File: config.mk
export PLATFORM = sky130hd
export DESIGN_NAME = led_status_driver
export DESIGN_NICKNAME = d
export VERILOG_FILES = /design/src/rtl/led_status_driver.sv
export SDC_FILE = /design/constraint.sdc
export NUM_CORES = 1
export LEC_CHECK = 0
export ABC_AREA = 1
export BUFFER_PORTS_ARGS = -buffer_cell sky130_fd_sc_hd__buf_2
export CAP_MARGIN = 5
export CELL_PAD_IN_SITES_DETAIL_PLACEMENT = 0
export CELL_PAD_IN_SITES_GLOBAL_PLACEMENT = 2
export CORE_UTILIZATION = 30
export CTS_BUF_LIST = sky130_fd_sc_hd__clkbuf_8
export DETAILED_ROUTE_END_ITERATION = 6
export GPL_ROUTABILITY_DRIVEN = 0
export PLACE_DENSITY_LB_ADDON = 0.12
export SYNTH_ARGS = -nofsm -noshare
export SYNTH_HDL_FRONTEND = slang
export SYNTH_SLANG_ARGS = --single-unit
File: constraint.sdc
create_clock -name clk -period 3.7 [get_ports clk]
set_input_delay 0.74 -clock clk [delete_from_list [all_inputs] [get_ports clk]]
set_output_delay 0.74 -clock clk [all_outputs]
set_load 0.03 [all_outputs]
File: src/rtl/led_status_driver.sv
// led_status_driver: four-channel LED status driver.
// Each channel is off, on, blinking (shared phase) or event-flash (pulse
// stretched over a number of prescaler ticks). All channels share one
// prescaler tick and one blink phase.
//
// Ports:
//   clk      system clock, rising edge
//   rst      asynchronous, active-high reset
//   mode_in  2 bits per channel: 00 off, 01 on, 10 blink, 11 event-flash
//   event_in one-clk event pulses, one bit per channel
//   led_out  registered LED drive, inverted at the pin when ACTIVE_LOW=1
module led_status_driver #(
    parameter int unsigned DIV_WIDTH     = 16,
    parameter int unsigned STRETCH_TICKS = 8,
    parameter int unsigned BLINK_TICKS   = 16,
    parameter bit          ACTIVE_LOW    = 1'b0
) (
    input  logic       clk,
    input  logic       rst,
    input  logic [7:0] mode_in,
    input  logic [3:0] event_in,
    output logic [3:0] led_out
);

    localparam int unsigned NUM_CH       = 4;
    localparam logic [3:0]  STRETCH_LOAD = 4'(STRETCH_TICKS);
    localparam logic [7:0]  BLINK_LAST   = 8'(BLINK_TICKS - 1);
    localparam logic [3:0]  LED_INACTIVE = {4{ACTIVE_LOW}};

    localparam logic [1:0] MODE_OFF   = 2'b00;
    localparam logic [1:0] MODE_ON    = 2'b01;
    localparam logic [1:0] MODE_BLINK = 2'b10;
    localparam logic [1:0] MODE_EVENT = 2'b11;

    logic [DIV_WIDTH-1:0] div_cnt;
    logic                 tick_c;
    logic [7:0]           blink_cnt;
    logic                 blink_phase;
    logic [3:0]           stretch_cnt [NUM_CH];
    logic [3:0]           level_c;

    // Tick is the single cycle in which the prescaler is all ones.
    assign tick_c = &div_cnt;

    // Free-running prescaler.
    always_ff @(posedge clk or posedge rst) begin
        if (rst) begin
            div_cnt <= '0;
        end else begin
            div_cnt <= div_cnt + DIV_WIDTH'(1);
        end
    end

    // Blink half-period counter and shared phase.
    always_ff @(posedge clk or posedge rst) begin
        if (rst) begin
            blink_cnt   <= 8'd0;
            blink_phase <= 1'b0;
        end else if (tick_c) begin
            if (blink_cnt == BLINK_LAST) begin
                blink_cnt   <= 8'd0;
                blink_phase <= ~blink_phase;
            end else begin
                blink_cnt <= blink_cnt + 8'd1;
            end
        end
    end

    // Per-channel stretch counters; an event reloads and beats a same-cycle tick.
    always_ff @(posedge clk or posedge rst) begin
        if (rst) begin
            for (int i = 0; i < NUM_CH; i++) begin
                stretch_cnt[i] <= 4'd0;
            end
        end else begin
            for (int i = 0; i < NUM_CH; i++) begin
                if (event_in[i]) begin
                    stretch_cnt[i] <= STRETCH_LOAD;
                end else if (tick_c && (stretch_cnt[i] != 4'd0)) begin
                    stretch_cnt[i] <= stretch_cnt[i] - 4'd1;
                end
            end
        end
    end

    // Logical level per channel; the live event bit gives one-clk latency in flash mode.
    always_comb begin
        level_c = 4'h0;
        for (int i = 0; i < NUM_CH; i++) begin
            unique case (mode_in[2*i +: 2])
                MODE_OFF:   level_c[i] = 1'b0;
                MODE_ON:    level_c[i] = 1'b1;
                MODE_BLINK: level_c[i] = blink_phase;
                MODE_EVENT: level_c[i] = (stretch_cnt[i] != 4'd0) | event_in[i];
                default:    level_c[i] = 1'b0;
            endcase
        end
    end

    // Registered pin drive with optional polarity inversion.
    always_ff @(posedge clk or posedge rst) begin
        if (rst) begin
            led_out <= LED_INACTIVE;
        end else begin
            led_out <= level_c ^ LED_INACTIVE;
        end
    end

endmodule

==> impl_metrics.env <==
export IMPL_status="finished clean"
export IMPL_final_min_clock_period_ns=1.87
export IMPL_max_cap_viol_count=0
export IMPL_io_pin_count=18
export IMPL_pwr_share_clk=0.414
export IMPL_num_vias=1849
export IMPL_clock_root_buffer="clkbuf_8"
export IMPL_worstReg2RegStart="div_cnt[0]$_DFF_PP0_"
export IMPL_yosysUniqueCellTypes=23
export IMPL_hold_viol_final=0
export IMPL_die_outline_area_sq_um=8360
export IMPL_ctsHoldBuffers=0
export IMPL_grt_overflow=0
export IMPL_grt_use_total=0.122
export IMPL_global_route_wire_length_before_repair_um=8140
export IMPL_power_density_nw_per_um2=340
export IMPL_p_leak_nw=1.31
export IMPL_vias_in_the_first_global_route=1826
export IMPL_floorplan_core_area_sq_um=7730
export IMPL_ys_ff_latch=45
export IMPL_cell_taking_the_most_area_after_synthesis="dfrtp_1"
export IMPL_synth_area_leaders="dfrtp_1, nand2_1, nand3_1"
export IMPL_route_antenna_remaining_nets=0
export IMPL_avgSynthCellArea_sq_um=8.19
export IMPL_port_buffers=17
export IMPL_numCtsBuffers=5
export IMPL_layout_cell_area_non_filler_sq_um=2700
export IMPL_viasPerCell=4.43
export IMPL_critical_path_endpoint_category="flop"
export IMPL_h_tree_depth=2
export IMPL_critical_path_max_fanout=29
export IMPL_largest_clock_skew_in_the_final_design_ns=0.00651
export IMPL_power_internal_uw=708
export IMPL_cts_tree="done"
export IMPL_worst_slew_margin_rel=0.347
export IMPL_syn_nets=317
export IMPL_rsz0062_at_grt="no"
export IMPL_synth_top_cell_area_share=0.469
export IMPL_initial_util=0.310
export IMPL_final_design_utilization=0.349
export IMPL_p_sw_uw=208
export IMPL_path_class="flop to flop"
export IMPL_first_iter_violations=60
export IMPL_crit_start="div_cnt[0]$_DFF_PP0_"
export IMPL_p_sw_frac=0.227
export IMPL_synth_warning_count=0
export IMPL_floorplan_rows=32
export IMPL_final_max_slew_viol_count=0
export IMPL_cts_root_to_sink_buffers=2
export IMPL_avgRoutedWirePerCell_um=10.8
export IMPL_area_growth_pct=12.4
export IMPL_clock_latency_ns=0.30
export IMPL_design_final_nets=338
export IMPL_floorplan_die_width_um=91.4
export IMPL_worst_hold_startpoint="div_cnt[0]$_DFF_PP0_"
export IMPL_place_detailed_hpwl_um=3130
export IMPL_worst_slew_pin_slew_ns=0.978
export IMPL_ir_worst_vdd_mv=0.134
export IMPL_grt_start_max_net_pins=46
export IMPL_layout_drive_gt1_share=0.117
export IMPL_finalSetupViolations=0
export IMPL_min_path_type="flop to flop"
export IMPL_num_antenna_cells=0
export IMPL_synth_seq_area_share=0.469
export IMPL_seq_power_share=0.542
export IMPL_antenna_found_initial=0
export IMPL_type_of_origin_of_the_critical_path="flop"
export IMPL_clock_sink_count=45
export IMPL_post_cts_repair_setup_buffers=0
export IMPL_totalPowerFinal_uw=916
export IMPL_cts_repair_resize_count=0
export IMPL_die_h_um=91.4
export IMPL_worst_ep_arrival_time_ns=2.06
export IMPL_layout_filler_cells=817
export IMPL_power_combinational_fraction=0.044
export IMPL_first_pass_iters=4
export IMPL_total_length_of_routed_wires_um=4510
export IMPL_path_clk_slew_ns=0.09
export IMPL_maxClockFrequency_mhz=535
export IMPL_dpl_cell_area_sq_um=2580
export IMPL_drcViolationCount=0
export IMPL_syn_inst=293
export IMPL_netlist_area_sq_um=2400
export IMPL_critical_path_required_ns=3.90
export IMPL_post_route_setup_tns_ns=0
export IMPL_post_route_period_util=0.505
==> cell usage after synthesis <==
| cell | n |
|---|---|
| inv_2 | 1 |
| nand2_2 | 3 |
| o21ai_0 | 7 |
| buf_8 | 1 |
| nand3_1 | 30 |
| inv_1 | 32 |
| a21oi_1 | 8 |
| nor2_4 | 1 |
| nand4_1 | 14 |
| or2_2 | 3 |
| nand3_2 | 1 |
| nand3b_1 | 3 |
| clkinv_1 | 1 |
| xnor2_1 | 7 |
| nand2_1 | 81 |
| nor2_2 | 2 |
| buf_6 | 1 |
| xor2_1 | 12 |
| dfrtp_1 | 45 |
| nor2_1 | 27 |
| ha_1 | 10 |
| nor3_1 | 2 |
| buf_2 | 1 |
==> sequential cells by signal, indices dropped and copies added (netlist names) <==
signal and cells:
blink_cnt 8, div_cnt 16, blink_phase 1, led_out 4
stretch_cnt 16
==> cell usage in the layout, fill, tap and decap left out, drive strengths merged <==
cell,Yosys,final
clkinv,1,2
o21ai,7,7
xor2,12,12
inv,33,33
bufinv,0,1
nand3,31,31
nand3b,3,3
nor3,2,2
xnor2,7,7
buf,3,17
clkbuf,0,5
nand2,84,84
dfrtp,45,45
nand4,14,14
nor2,30,30
ha,10,10
clkinvlp,0,1
or2,3,3
a21oi,8,8
==> power groups by stage <==
stage | sequential [mW] | clock (mW) | combinational (mW)
after floorplan | 0.511 | 0 | 0.0193
after global placement | 0.506 | 0 | 0.0420
after detailed placement | 0.506 | 0 | 0.0414
after CTS | 0.496 | 0.400 | 0.0416
after global routing | 0.497 | 0.416 | 0.0460
final | 0.496 | 0.380 | 0.0399
==> stage by stage <==
step                      setup WS, ns  hold slack, ns  cells
after floorplan                   1.90           0.423    293
after global placement            1.83           0.437    409
after detailed placement          1.83           0.445    409
after CTS                         1.81           0.458    417
after global routing              1.62           0.483    417
final                             1.83           0.454    417
==> critical path, stage by stage (launching register included) <==
cell and delay [ns]:
dfrtp_1 0.38, ha_1 0.20, nand3_2 0.13, inv_2 0.07, nand2_2 0.08, nor2_4 0.53
nand2_1 0.20, nand3_1 0.11, nand2_1 0.05
==> kinds of logic after synthesis <==
family,after synthesis,synth area share
AOI/OAI and AO/OA,15,0.0313
xor gates and xnor gates,19,0.0694
adders and majority gates,10,0.0522
buffers and inverters,37,0.0662
DFF,45,0.469
and+or+nand+nor,167,0.311
==> routing by layer <==
layer  share of wire  track usage  routed length, um  vias to the layer above
met1            0.48        0.153               2190                      848
met2            0.47        0.202               2130                       17
met4           0.018       0.0476                 80                        0
li1                -            -                  -                      976
met3           0.026       0.0276                116                        8
met5               0            0                  0                        -
==> area by class of cell <==
cell class	count	area, sq um	share of cell area
sequential	45	1130	0.418
multi-input combinational	211	1110	0.413
inverter	34	128	0.0474
tap	102	128	0.0474
timing repair buffer	17	85.1	0.0316
clock buffer	5	68.8	0.0255
clock inverter	3	46.3	0.0172
==> path summary, 6_finish.rpt <==
check | slack (ns) | endpoint | cells past startpoint
setup / recovery | 1.83 | stretch_cnt[0]$_DFFE_PP0P_ | 8
hold / removal | 0.45 | div_cnt[0]$_DFF_PP0_ | 1
setup reg to reg | 1.83 | stretch_cnt[0]$_DFFE_PP0P_ | 8
hold reg to reg | 0.45 | div_cnt[0]$_DFF_PP0_ | 1
max in group asynchronous | 2.44 | blink_cnt[7]$_DFFE_PP0P_ | 2
min in group asynchronous | 0.66 | div_cnt[1]$_DFF_PP0_ | 2
Note: power is estimated with default switching activity, not from simulation.
